**config.mk**
```make
export PLATFORM = sky130hd
export DESIGN_NAME = spi_multi_sensor_poller
export DESIGN_NICKNAME = d
export VERILOG_FILES = /design/src/rtl/spi_multi_sensor_poller_pkg.sv /design/src/rtl/spi_multi_sensor_poller_rx_shifter.sv /design/src/rtl/spi_multi_sensor_poller.sv
export SDC_FILE = /design/constraint.sdc
export NUM_CORES = 1
export LEC_CHECK = 0
export ABC_AREA = 1
export CAP_MARGIN = 20
export CELL_PAD_IN_SITES_DETAIL_PLACEMENT = 1
export CELL_PAD_IN_SITES_GLOBAL_PLACEMENT = 1
export CORE_AREA = 2 2 77 115
export DETAILED_ROUTE_END_ITERATION = 7
export DIE_AREA = 0 0 79 117
export PLACE_DENSITY = 0.75
export SETUP_SLACK_MARGIN = 0.5
export SYNTH_ARGS = -nofsm -noshare
export SYNTH_HDL_FRONTEND = slang
export SYNTH_SLANG_ARGS = --single-unit
```
**constraint.sdc**
```tcl
create_clock -name clk_i -period 1.31 [get_ports clk_i]
set_input_delay 0.1965 -clock clk_i [delete_from_list [all_inputs] [get_ports clk_i]]
set_output_delay 0.1965 -clock clk_i [all_outputs]
set_load 0.01 [all_outputs]
```
**src/rtl/spi_multi_sensor_poller_pkg.sv**
```systemverilog
// Shared types and helpers for the multi-sensor SPI poller.
// Holds the FSM state encoding and a width helper that never returns zero.
package spi_multi_sensor_poller_pkg;

  typedef enum logic [2:0] {IDLE, SEL, SETUP, SHIFT, HOLD} spi_poll_state_e;

  function automatic int unsigned clog2_min1(input int unsigned n);
    return (n <= 2) ? 1 : $clog2(n);
  endfunction

endpackage

```
**src/rtl/spi_multi_sensor_poller_rx_shifter.sv**
```systemverilog
// SCK generator plus MSB-first receive shift register for one CS-low frame.
// A start pulse runs FRAME_BITS SCK periods: SCK_DIV cycles high, then SCK_DIV cycles low.
module spi_rx_shifter
  import spi_multi_sensor_poller_pkg::*;
#(
  parameter int unsigned FRAME_BITS = 16,
  parameter int unsigned SCK_DIV    = 5
) (
  input  logic                  clk_i,
  input  logic                  rst_i,
  input  logic                  start_i,
  input  logic                  miso_i,
  output logic                  sck_o,
  output logic [FRAME_BITS-1:0] frame_o,
  output logic                  done_o
);

  localparam int unsigned DIV_W = clog2_min1(SCK_DIV);
  localparam int unsigned BIT_W = clog2_min1(FRAME_BITS);
  localparam logic [DIV_W-1:0] DIV_LAST = DIV_W'(SCK_DIV - 1);
  localparam logic [BIT_W-1:0] BIT_LAST = BIT_W'(FRAME_BITS - 1);

  logic             active;
  logic             sck;
  logic [DIV_W-1:0] div_cnt;
  logic [BIT_W-1:0] bit_cnt;

  always_ff @(posedge clk_i) begin
    if (rst_i) begin
      active  <= 1'b0;
      sck     <= 1'b0;
      div_cnt <= '0;
      bit_cnt <= '0;
      frame_o <= '0;
    end else if (start_i) begin
      active  <= 1'b1;
      sck     <= 1'b1;
      div_cnt <= '0;
      bit_cnt <= '0;
    end else if (active) begin
      // MISO is taken in the first clk cycle of each SCK high half
      if (sck && div_cnt == '0)
        frame_o <= {frame_o[FRAME_BITS-2:0], miso_i};
      if (div_cnt == DIV_LAST) begin
        div_cnt <= '0;
        if (sck)
          sck <= 1'b0;
        else if (bit_cnt == BIT_LAST)
          active <= 1'b0;
        else begin
          bit_cnt <= bit_cnt + 1'b1;
          sck     <= 1'b1;
        end
      end else begin
        div_cnt <= div_cnt + 1'b1;
      end
    end
  end

  assign sck_o  = sck;
  assign done_o = active && !sck && (div_cnt == DIV_LAST) && (bit_cnt == BIT_LAST);

endmodule

```
**src/rtl/spi_multi_sensor_poller.sv**
```systemverilog
// Autonomous SPI master polling NUM_CH read-only sensors on shared SCK/MISO.
// Scans run on a period tick or trigger; each channel keeps a result and a new flag.
module spi_multi_sensor_poller
  import spi_multi_sensor_poller_pkg::*;
#(
  parameter int unsigned NUM_CH        = 2,
  parameter int unsigned FRAME_BITS    = 16,
  parameter int unsigned DATA_MSB      = 12,
  parameter int unsigned DATA_LSB      = 5,
  parameter int unsigned SCK_DIV       = 5,
  parameter int unsigned CS_SETUP      = 2,
  parameter int unsigned CS_HOLD       = 2,
  parameter int unsigned SAMPLE_PERIOD = 1_000_000,
  localparam int unsigned DW   = DATA_MSB - DATA_LSB + 1,
  localparam int unsigned CH_W = clog2_min1(NUM_CH)
) (
  input  logic              clk_i,
  input  logic              rst_i,
  input  logic              en_i,
  input  logic              trigger_i,
  input  logic [NUM_CH-1:0] ch_mask_i,
  input  logic              miso_i,
  output logic              sck_o,
  output logic              mosi_o,
  output logic [NUM_CH-1:0] cs_n_o,
  input  logic [CH_W-1:0]   rd_ch_i,
  output logic [DW-1:0]     rd_data_o,
  output logic              rd_new_o,
  input  logic              rd_ack_i,
  output logic              busy_o,
  output logic              sample_done_o,
  output logic              overrun_o
);

  localparam int unsigned PER_W = clog2_min1(SAMPLE_PERIOD);
  localparam int unsigned TMR_W = clog2_min1(((CS_SETUP > CS_HOLD) ? CS_SETUP : CS_HOLD) + 1);

  spi_poll_state_e state, state_nxt;

  logic [PER_W-1:0]      per_cnt;
  logic                  tick;
  logic                  pend;
  logic                  start;
  logic [TMR_W-1:0]      tmr;
  logic                  setup_last;
  logic                  hold_last;
  logic [NUM_CH-1:0]     rem;
  logic [CH_W-1:0]       cur_ch;
  logic                  sel_found;
  logic [CH_W-1:0]       sel_idx;
  logic                  sh_start;
  logic                  sh_done;
  logic [FRAME_BITS-1:0] sh_frame;
  logic                  wr_en;
  logic [DW-1:0]         res [NUM_CH];
  logic [NUM_CH-1:0]     new_flag;
  logic                  frame_unused;

  spi_rx_shifter #(
    .FRAME_BITS (FRAME_BITS),
    .SCK_DIV    (SCK_DIV)
  ) u_shifter (
    .clk_i   (clk_i),
    .rst_i   (rst_i),
    .start_i (sh_start),
    .miso_i  (miso_i),
    .sck_o   (sck_o),
    .frame_o (sh_frame),
    .done_o  (sh_done)
  );

  assign frame_unused = ^sh_frame;
  assign mosi_o       = 1'b0;

  assign tick       = en_i && (per_cnt == PER_W'(SAMPLE_PERIOD - 1));
  assign start      = tick || trigger_i || pend;
  assign setup_last = (tmr == TMR_W'(CS_SETUP - 1));
  assign hold_last  = (tmr == TMR_W'(CS_HOLD - 1));

  always_ff @(posedge clk_i) begin
    if (rst_i || !en_i)
      per_cnt <= '0;
    else if (tick)
      per_cnt <= '0;
    else
      per_cnt <= per_cnt + 1'b1;
  end

  // A trigger seen outside IDLE is remembered once; IDLE consumes it
  always_ff @(posedge clk_i) begin
    if (rst_i || state == IDLE)
      pend <= 1'b0;
    else if (trigger_i)
      pend <= 1'b1;
  end

  always_ff @(posedge clk_i) begin
    if (rst_i)
      overrun_o <= 1'b0;
    else if (tick && state != IDLE)
      overrun_o <= 1'b1;
  end

  always_ff @(posedge clk_i) begin
    if (rst_i)
      state <= IDLE;
    else
      state <= state_nxt;
  end

  always_comb begin
    state_nxt = state;
    case (state)
      IDLE:    if (start) state_nxt = SEL;
      SEL:     state_nxt = sel_found ? SETUP : IDLE;
      SETUP:   if (setup_last) state_nxt = SHIFT;
      SHIFT:   if (sh_done) state_nxt = HOLD;
      HOLD:    if (hold_last) state_nxt = SEL;
      default: state_nxt = IDLE;
    endcase
  end

  always_comb begin
    busy_o        = (state != IDLE);
    sample_done_o = (state == SEL) && !sel_found;
    sh_start      = (state == SETUP) && setup_last;
    wr_en         = (state == HOLD) && hold_last;
    cs_n_o        = '1;
    if (state == SETUP || state == SHIFT || state == HOLD) begin
      for (int unsigned i = 0; i < NUM_CH; i++)
        if (cur_ch == CH_W'(i)) cs_n_o[i] = 1'b0;
    end
  end

  always_ff @(posedge clk_i) begin
    if (rst_i || state_nxt != state || (state != SETUP && state != HOLD))
      tmr <= '0;
    else
      tmr <= tmr + 1'b1;
  end

  always_comb begin
    sel_found = 1'b0;
    sel_idx   = '0;
    for (int unsigned i = 0; i < NUM_CH; i++) begin
      if (rem[i] && !sel_found) begin
        sel_found = 1'b1;
        sel_idx   = CH_W'(i);
      end
    end
  end

  always_ff @(posedge clk_i) begin
    if (rst_i) begin
      rem    <= '0;
      cur_ch <= '0;
    end else if (state == IDLE && start) begin
      rem <= ch_mask_i;
    end else if (state == SEL && sel_found) begin
      cur_ch <= sel_idx;
      for (int unsigned i = 0; i < NUM_CH; i++)
        if (sel_idx == CH_W'(i)) rem[i] <= 1'b0;
    end
  end

  // Result write is placed after the ack so it wins on the same channel
  always_ff @(posedge clk_i) begin
    if (rst_i) begin
      for (int unsigned i = 0; i < NUM_CH; i++) res[i] <= '0;
      new_flag <= '0;
    end else begin
      for (int unsigned i = 0; i < NUM_CH; i++) begin
        if (rd_ack_i && rd_ch_i == CH_W'(i))
          new_flag[i] <= 1'b0;
        if (wr_en && cur_ch == CH_W'(i)) begin
          res[i]      <= sh_frame[DATA_MSB:DATA_LSB];
          new_flag[i] <= 1'b1;
        end
      end
    end
  end

  always_comb begin
    rd_data_o = '0;
    rd_new_o  = 1'b0;
    for (int unsigned i = 0; i < NUM_CH; i++) begin
      if (rd_ch_i == CH_W'(i)) begin
        rd_data_o = res[i];
        rd_new_o  = new_flag[i];
      end
    end
  end

endmodule

```
==> load_flow_metrics.sql, run 1 <==
INSERT INTO impl_metrics (metric_group, metric, value, unit) VALUES
('layout', 'diodes', '0', ''),
('die', 'core_region_area', '0.00831', 'mm²'),
('sta', 'rsz0062_at_grt', 'true', ''),
('clock_network', 'cts.htree.levels', '3', ''),
('yosys', 'synth_enable_flop_cells', '16', ''),
('sta', 'highest_achievable_clock_rate', '598', 'MHz'),
('setup_path', 'regToRegStartpoint', 'state[1]$_SDFF_PP0_', ''),
('power', 'worst_ir_drop_on_vdd', '1230', 'µV'),
('setup_path', 'crit_path_frequent_cell', 'nor2_1', ''),
('die', 'die_area', '0.00924', 'mm²'),
('yosys', 'synthesis.nets', '411', ''),
('die', 'num_io_pins', '25', ''),
('setup_path', 'r2r_cells', '9', ''),
('run_status', 'outcome', 'complete, but fails checks', ''),
('placement', 'post-place-cells', '577', ''),
('hold_path', 'hold-path-cell-count', '1', ''),
('placement', 'port-buffer-count', '23', ''),
('setup_path', 'cp_max_fo', '6', ''),
('drt', 'route.detailed.drc', '0', ''),
('layout', 'finalNetCount', '545', ''),
('setup_path', 'timing.rr.end', 'u_shifter.frame_o[4]$_SDFFE_PP0P_', ''),
('drt', 'postRouteAntennaNets', '0', ''),
('yosys', 'yosysUniqueCellTypes', '40', ''),
('sta', 'timing.final.crit_period', '1.67', 'ns'),
('sta', 'timing_hold_violations_final', '0', ''),
('run_status', 'violations', 'setup timing', ''),
('job', 'max_cap_violations', '0', ''),
('placement', 'placement.cell_area', '0.00424', 'mm²'),
('drt', 'drt-pass1-iter-count', '4', ''),
('layout', 'area_growth', '85.3', '%'),
('sta', 'final.period_utilization', '128', '%'),
('yosys', 'synth_cells', '397', ''),
('grt', 'grt_pass1_wl', '19200', 'µm'),
('setup_path', 'cp.required', '1.56', 'ns'),
('placement', 'routabilityCongestion', '0.751', ''),
('grt', 'grt_start_max_net_pins', '15', ''),
('layout', 'layout.filler_cells', '858', ''),
('layout', 'post_layout_nonfiller_instances', '643', ''),
('yosys', 'synth-warning-count', '0', ''),
('sta', 'setup_viol', '86', ''),
('power', 'standby_leakage_power', '2.25', 'nW'),
('grt', 'grt_overflow', '0', ''),
('yosys', 'ys_seq_area_share', '50.0', '%'),
('drt', 'route.vias.total', '3548', ''),
('grt', 'grt_use_total', '27.9', '%'),
('layout', 'fin_area', '0.00579', 'mm²'),
('hold_path', 'hold_class', 'flop to flop', ''),
('yosys', 'synth_area', '0.00313', 'mm²'),
('grt', 'antenna_found_initial', '0', ''),
('hold_path', 'whs_endpoint', 'u_shifter.bit_cnt[2]$_SDFFE_PP0P_', ''),
('setup_path', 'timing.setup.critical_path_class', 'flop to flop', ''),
('clock_network', 'cts_inserted_buffers', '9', ''),
('hold_path', 'hold_path_startpoint', 'u_shifter.bit_cnt[2]$_SDFFE_PP0P_', ''),
('drt', 'drt-initial-drc-count', '237', ''),
('clock_network', 'worst_skew_pair.late_latency', '0.36', 'ns'),
('setup_path', 'crit_arrival', '1.92', 'ns'),
('setup_path', 'cp-start-kind', 'flop', ''),
('yosys', 'ys_ff_latch', '70', ''),
('sta', 'postLayoutSetupSlackWorst', '-0.363', 'ns'),
('setup_path', 'critical_path.endpoint_type', 'flop', ''),
('setup_path', 'critical-path-slowest-cell', 'dfxtp_4', ''),
('yosys', 'share_of_synthesized_flip_flops_with_an_asynchronous_set_or_reset', '0', '%'),
('die', 'initial_utilization', '37.6', '%'),
('setup_path', 'cp_cell_sequence', 'inv_4 -> buf_6 -> nor3_4 -> nand2_4 -> nand2_8 -> buf_12 -> clkinvlp_4 -> nor2_1 -> nor2_1', ''),
('placement', 'dp.final_hpwl', '6200', 'µm'),
('die', 'floorplan.die.height', '117', 'µm'),
('die', 'core.rowCount', '41', ''),
('clock_network', 'clock_tree.root_cell', 'clkbuf_16', ''),
('setup_path', 'regToRegSetupSlack', '-0.36', 'ns'),
('sta', 'fin_worst_skew', '0.0166', 'ns'),
('power', 'power_density_over_cell_area', '962', 'mW/mm²');
## report_power, final
part	switching, mW	total (mW)	internal (mW)
combinational	0.379	0.686	0.307
clock	1.11	2.60	1.49
sequential	0.0438	2.29	2.24
## worst max-delay path: cells and delay by family, from the launching register on
family / cells / cell delay (ns)
flops: 1 / 0.38
simple gates: 5 / 0.73
buf+inv: 4 / 0.46
## through the flow
stage	worst slack (ns)	hold slack, ns	power (mW)
after global placement	-0.451	0.436	2.72
after detailed placement	-0.527	0.445	2.74
after global routing	-0.390	0.482	5.70
after floorplan	-0.0525	0.342	2.54
final	-0.363	0.471	5.57
after CTS	-0.150	0.379	5.29
## Yosys cell counts (2+ instances only)
cell type	n	share of area, %
a31oi_1	2	0.40
xor2_1	3	0.84
inv_2	4	0.48
o21ai_0	18	2.9
nand4_1	5	1.0
nor2_1	55	6.6
a21oi_1	29	4.6
o21ai_1	6	0.96
nor2_4	2	0.72
buf_2	5	0.80
nor3_1	13	2.1
nand2_1	83	10
inv_1	47	5.6
nand3_1	16	2.6
nand3_2	3	0.96
edfxtp_1	16	15
o21a_1	2	0.48
dfxtp_1	54	35
nor3b_1	2	0.48
xnor2_1	2	0.56
clkbuf_1	4	0.48
ha_1	5	2.0
clkinv_1	2	0.24
nor2_2	3	0.60
## kinds of logic (layout without fill, tap and decap cells)
group / Yosys count / after routing / synth area share, %
XOR/XNOR: 5 / 5 / 1.40
flip-flops: 70 / 70 / 50.0
AND/OR/NAND/NOR: 191 / 191 / 28.1
buffers and inverters: 63 / 202 / 7.89
AO/OA/AOI/OAI: 62 / 62 / 10.6
adder cells (fa/ha/maj): 5 / 5 / 2.00
other: 1 / 1 / 0.120
## area by class of cell
cell class                 instances  area [µm²]  share of cell area (%)
clock buffer                      10         229                    3.95
clock inverter                     6        70.1                    1.21
inverter                          53         243                    4.19
multi-input combinational        264        2250                    38.9
sequential                        70        1610                    27.8
tap                              107         134                    2.31
timing repair buffer             133        1260                    21.7
## repair_timing
item | in CTS | in global routing
endpoints found under the hold margin | 0 | 0
setup endpoints to repair | 101 | 101
hold buffers | 0 | 0
buffers inserted | 18 | 27
gates cloned | 4 | 1
pin swaps | 48 | 50
gates resized for setup | 200 | 74
## layer usage
metal	share of wire, %	track usage [%]	wire (µm)
met1	35	27.3	5690
met2	54	53.1	8690
met3	5.2	6.29	840
met4	5.5	16.3	892
met5	0	0	0
## layout by cell type, fill, tap and decap left out, types with 8 or more instances in the layout
master and count:
inv_1 31, nor3_2 8, nand2_8 10, dfxtp_1 31
nand2_4 10, dfxtp_2 16, nand2_2 9, edfxtp_1 16
clkbuf_16 10, nand3_1 8, nor2_1 21, inv_2 11
buf_6 25, buf_2 13, nand2_1 56, buf_4 75
o21ai_2 11, nor2_2 13, a21oi_2 23, nor2_4 26
## worst max path at each step
stage | from | end | slack [ns] | depth (start not counted)
floorplan | per_cnt[1]$_SDFF_PP0_ | per_cnt[16]$_SDFF_PP0_ | -0.05 | 8
global placement | rd_ch_i | rd_data_o[1] | -0.45 | 5
detailed placement | rd_ch_i | rd_new_o | -0.53 | 5
CTS | state[2]$_SDFF_PP0_ | busy_o | -0.15 | 4
global route | state[1]$_SDFF_PP0_ | u_shifter.frame_o[0]$_SDFFE_PP0P_ | -0.39 | 9
finish | state[1]$_SDFF_PP0_ | u_shifter.frame_o[4]$_SDFFE_PP0P_ | -0.36 | 9
## flip-flops by register name, indices dropped and copies added, names as in the netlist
| name | count |
|---|---|
| overrun_o | 1 |
| u_shifter.div_cnt | 3 |
| cur_ch | 1 |
| res | 16 |
| per_cnt | 20 |
| rem | 2 |
| u_shifter.frame_o | 13 |
| u_shifter.active | 1 |
| u_shifter.bit_cnt | 4 |
| state | 3 |
| new_flag | 2 |
| pend | 1 |
| u_shifter.sck_o | 1 |
| tmr | 2 |
No activity file was read; power rests on OpenSTA's default activity.
==> run 2: changes to the inputs <==
- CORE_AREA: 2 2 77 115 -> 2 2 87 131
- DIE_AREA: 0 0 79 117 -> 0 0 89 133
- PLACE_DENSITY: 0.75 -> 0.6
==> run 2 against run 1 <==
The flow still finishes with violations (setup timing). Global-route usage is 11 points lower. Combinational power is 21% lower. Critical path depth is 1 higher. Clock skew is 0.0091 ns lower. Count of clock-buffer cells in the layout stayed put. Final cell count is 5.0% higher. Sequential share of layout area is 1.6 points higher. Routed wire length is 40% lower. Clock power is 12% lower. Total power is 8.5% lower. Register-to-register slack better by 0.23 ns. Largest cell class unchanged.
==> load_flow_metrics.sql, run 2 (synthesized netlist as in run 1, its figures left out) <==
INSERT INTO impl_metrics (metric_group, metric, value, unit) VALUES
('die', 'initial_utilization', '28.9', '%'),
('clock_network', 'cts.htree.levels', '3', ''),
('sta', 'highest_achievable_clock_rate', '691', 'MHz'),
('grt', 'grt_use_total', '17.2', '%'),
('job', 'max_cap_violations', '0', ''),
('placement', 'post-place-cells', '632', ''),
('layout', 'final_common_cell', 'buf_4', ''),
('drt', 'drt-pass1-iter-count', '4', ''),
('sta', 'fin_tns_setup', '-5.24', 'ns'),
('layout', 'post_layout_nonfiller_instances', '675', ''),
('drt', 'route.detailed.drc', '0', ''),
('setup_path', 'critical_path.endpoint_type', 'flop', ''),
('drt', 'postRouteAntennaNets', '0', ''),
('layout', 'largest-register', 'per_cnt', ''),
('placement', 'port-buffer-count', '23', ''),
('drt', 'drt-initial-drc-count', '61', ''),
('drt', 'routed_wire_length_per_instance', '14.3', 'µm'),
('sta', 'rsz0062_at_grt', 'true', ''),
('power', 'power_density_over_cell_area', '936', 'mW/mm²'),
('placement', 'preCtsSetupSlack', '-0.502', 'ns'),
('setup_path', 'cp-start-kind', 'flop', ''),
('clock_network', 'clkSinkCount', '70', ''),
('clock_network', 'cts_inserted_buffers', '9', ''),
('layout', 'post_route_cells_drive_above_1_share', '56.3', '%'),
('setup_path', 'timing.setup.critical_path_class', 'flop to flop', ''),
('clock_network', 'cts_max_path_buffers', '2', ''),
('grt', 'grt_overflow', '0', ''),
('die', 'die_area', '0.0118', 'mm²'),
('placement', 'routabilityCongestion', '0.772', ''),
('grt', 'grt_pass1_wl', '15500', 'µm'),
('sta', 'worst_hold_slack', '0.459', 'ns'),
('sta', 'setup_viol', '83', ''),
('layout', 'most-common-layout-cells', 'buf_4 (76), nand2_1 (61), inv_1 (32), dfxtp_1 (31), nor2_1 (30)', ''),
('layout', 'layout.core_utilization', '50.4', '%'),
('drt', 'drt-vias-per-instance', '4.52', ''),
('clock_network', 'cts_tree', 'done', ''),
('run_status', 'violations', 'setup timing', ''),
('setup_path', 'cp.required', '1.54', 'ns'),
('sta', 'final.period_utilization', '110', '%'),
('die', 'num_io_pins', '25', ''),
('hold_path', 'hold_class', 'flop to flop', ''),
('power', 'standby_leakage_power', '2.14', 'nW'),
('sta', 'postLayoutSetupSlackWorst', '-0.137', 'ns'),
('power', 'fin_total_pwr', '5.10', 'mW'),
('layout', 'area_growth', '74.4', '%'),
('grt', 'antenna_found_initial', '0', ''),
('layout', 'largest_register_ffs', '20', ''),
('drt', 'route.vias.total', '3053', ''),
('power', 'worst_ir_drop_on_vdd', '693', 'µV'),
('die', 'floorplan.die.height', '133', 'µm'),
('placement', 'dp.final_hpwl', '6440', 'µm'),
('die', 'core_region_area', '0.0108', 'mm²'),
('sta', 'fin_worst_skew', '0.00746', 'ns'),
('layout', 'finalNetCount', '537', ''),
('clock_network', 'path_clk_slew', '0.06', 'ns'),
('clock_network', 'clock_tree.root_cell', 'clkbuf_16', ''),
('placement', 'placement.cell_area', '0.00440', 'mm²'),
('sta', 'timing.final.crit_period', '1.45', 'ns'),
('die', 'die-width', '89', 'µm'),
('drt', 'totalWireLength', '9630', 'µm'),
('layout', 'fin_area', '0.00545', 'mm²'),
('grt', 'grt_start_max_net_pins', '14', ''),
('clock_network', 'worst_skew_pair.late_latency', '0.34', 'ns'),
('die', 'core.rowCount', '47', ''),
('run_status', 'outcome', 'complete, but fails checks', ''),
('sta', 'timing_hold_violations_final', '0', ''),
('layout', 'biggestRegsByFlops', 'per_cnt: 20 flops, res: 16 flops, u_shifter.frame_o: 13 flops', ''),
('setup_path', 'cp_max_fo', '5', ''),
('layout', 'diodes', '0', ''),
('sta', 'timing_max_transition_violations_final', '0', ''),
('setup_path', 'crit_arrival', '1.68', 'ns'),
('grt', 'grt_pass1_vias', '3359', '');
run 2: cell types whose count changed in the layout (fill, tap and decap cells not counted), moves of 3 or more:
cell,before,now
nor2_4,26,17
o21ai_2,11,16
nor3_1,2,5
nand2_1,56,61
a21oi_2,23,15
buf_16,3,0
o21ai_4,5,2
a21oi_1,5,14
nor2_1,21,30
buf_2,13,9
run 2: layout make-up:
cell class / instances / area (µm²)
clock inverter: 6 / 46.3
sequential: 70 / 1600
multi-input combinational: 264 / 2050
inverter: 53 / 226
timing repair buffer: 125 / 1110
fill: 1285 / 5370
clock buffer: 10 / 229
tap: 147 / 184
run 2: path summary, 6_finish.rpt:
check,startpoint,end,slack [ns],cells after the start
max,per_cnt[0]$_SDFF_PP0_,tmr[0]$_SDFF_PP0_,-0.14,10
min,per_cnt[0]$_SDFF_PP0_,per_cnt[0]$_SDFF_PP0_,0.46,1
max reg2reg,per_cnt[0]$_SDFF_PP0_,tmr[0]$_SDFF_PP0_,-0.14,10
min reg2reg,per_cnt[0]$_SDFF_PP0_,per_cnt[0]$_SDFF_PP0_,0.46,1
run 2: layer usage:
metal  up-vias  GRT usage, %  share of wire, %  wire [µm]
li1       1537             -                 -          -
met1      1472          15.6                34       3250
met2        30          34.9                62       5930
met3        14          3.06               2.2        210
met4         0          6.97               2.5        236
met5         -             0                 0          0
run 2: repair_timing:
action	CTS	global route
cloned	1	1
hold buffers	0	0
gates resized for setup	174	45
setup endpoints to repair	101	101
buffers inserted	15	10
pin swaps	53	20
run 2: power by group:
part           internal, mW  switching (mW)
combinational         0.267           0.275
sequential             2.24          0.0316
clock                  1.29           0.988
run 2: critical path, stage by stage (launching register included):
cell	delay, ns
dfxtp_4	0.37
ha_4	0.15
nand3_4	0.09
nor2_2	0.12
nand3_2	0.14
nand2_2	0.14
nand2_4	0.08
nand2_1	0.07
nand2_1	0.04
nand2_1	0.09
nor2_1	0.05
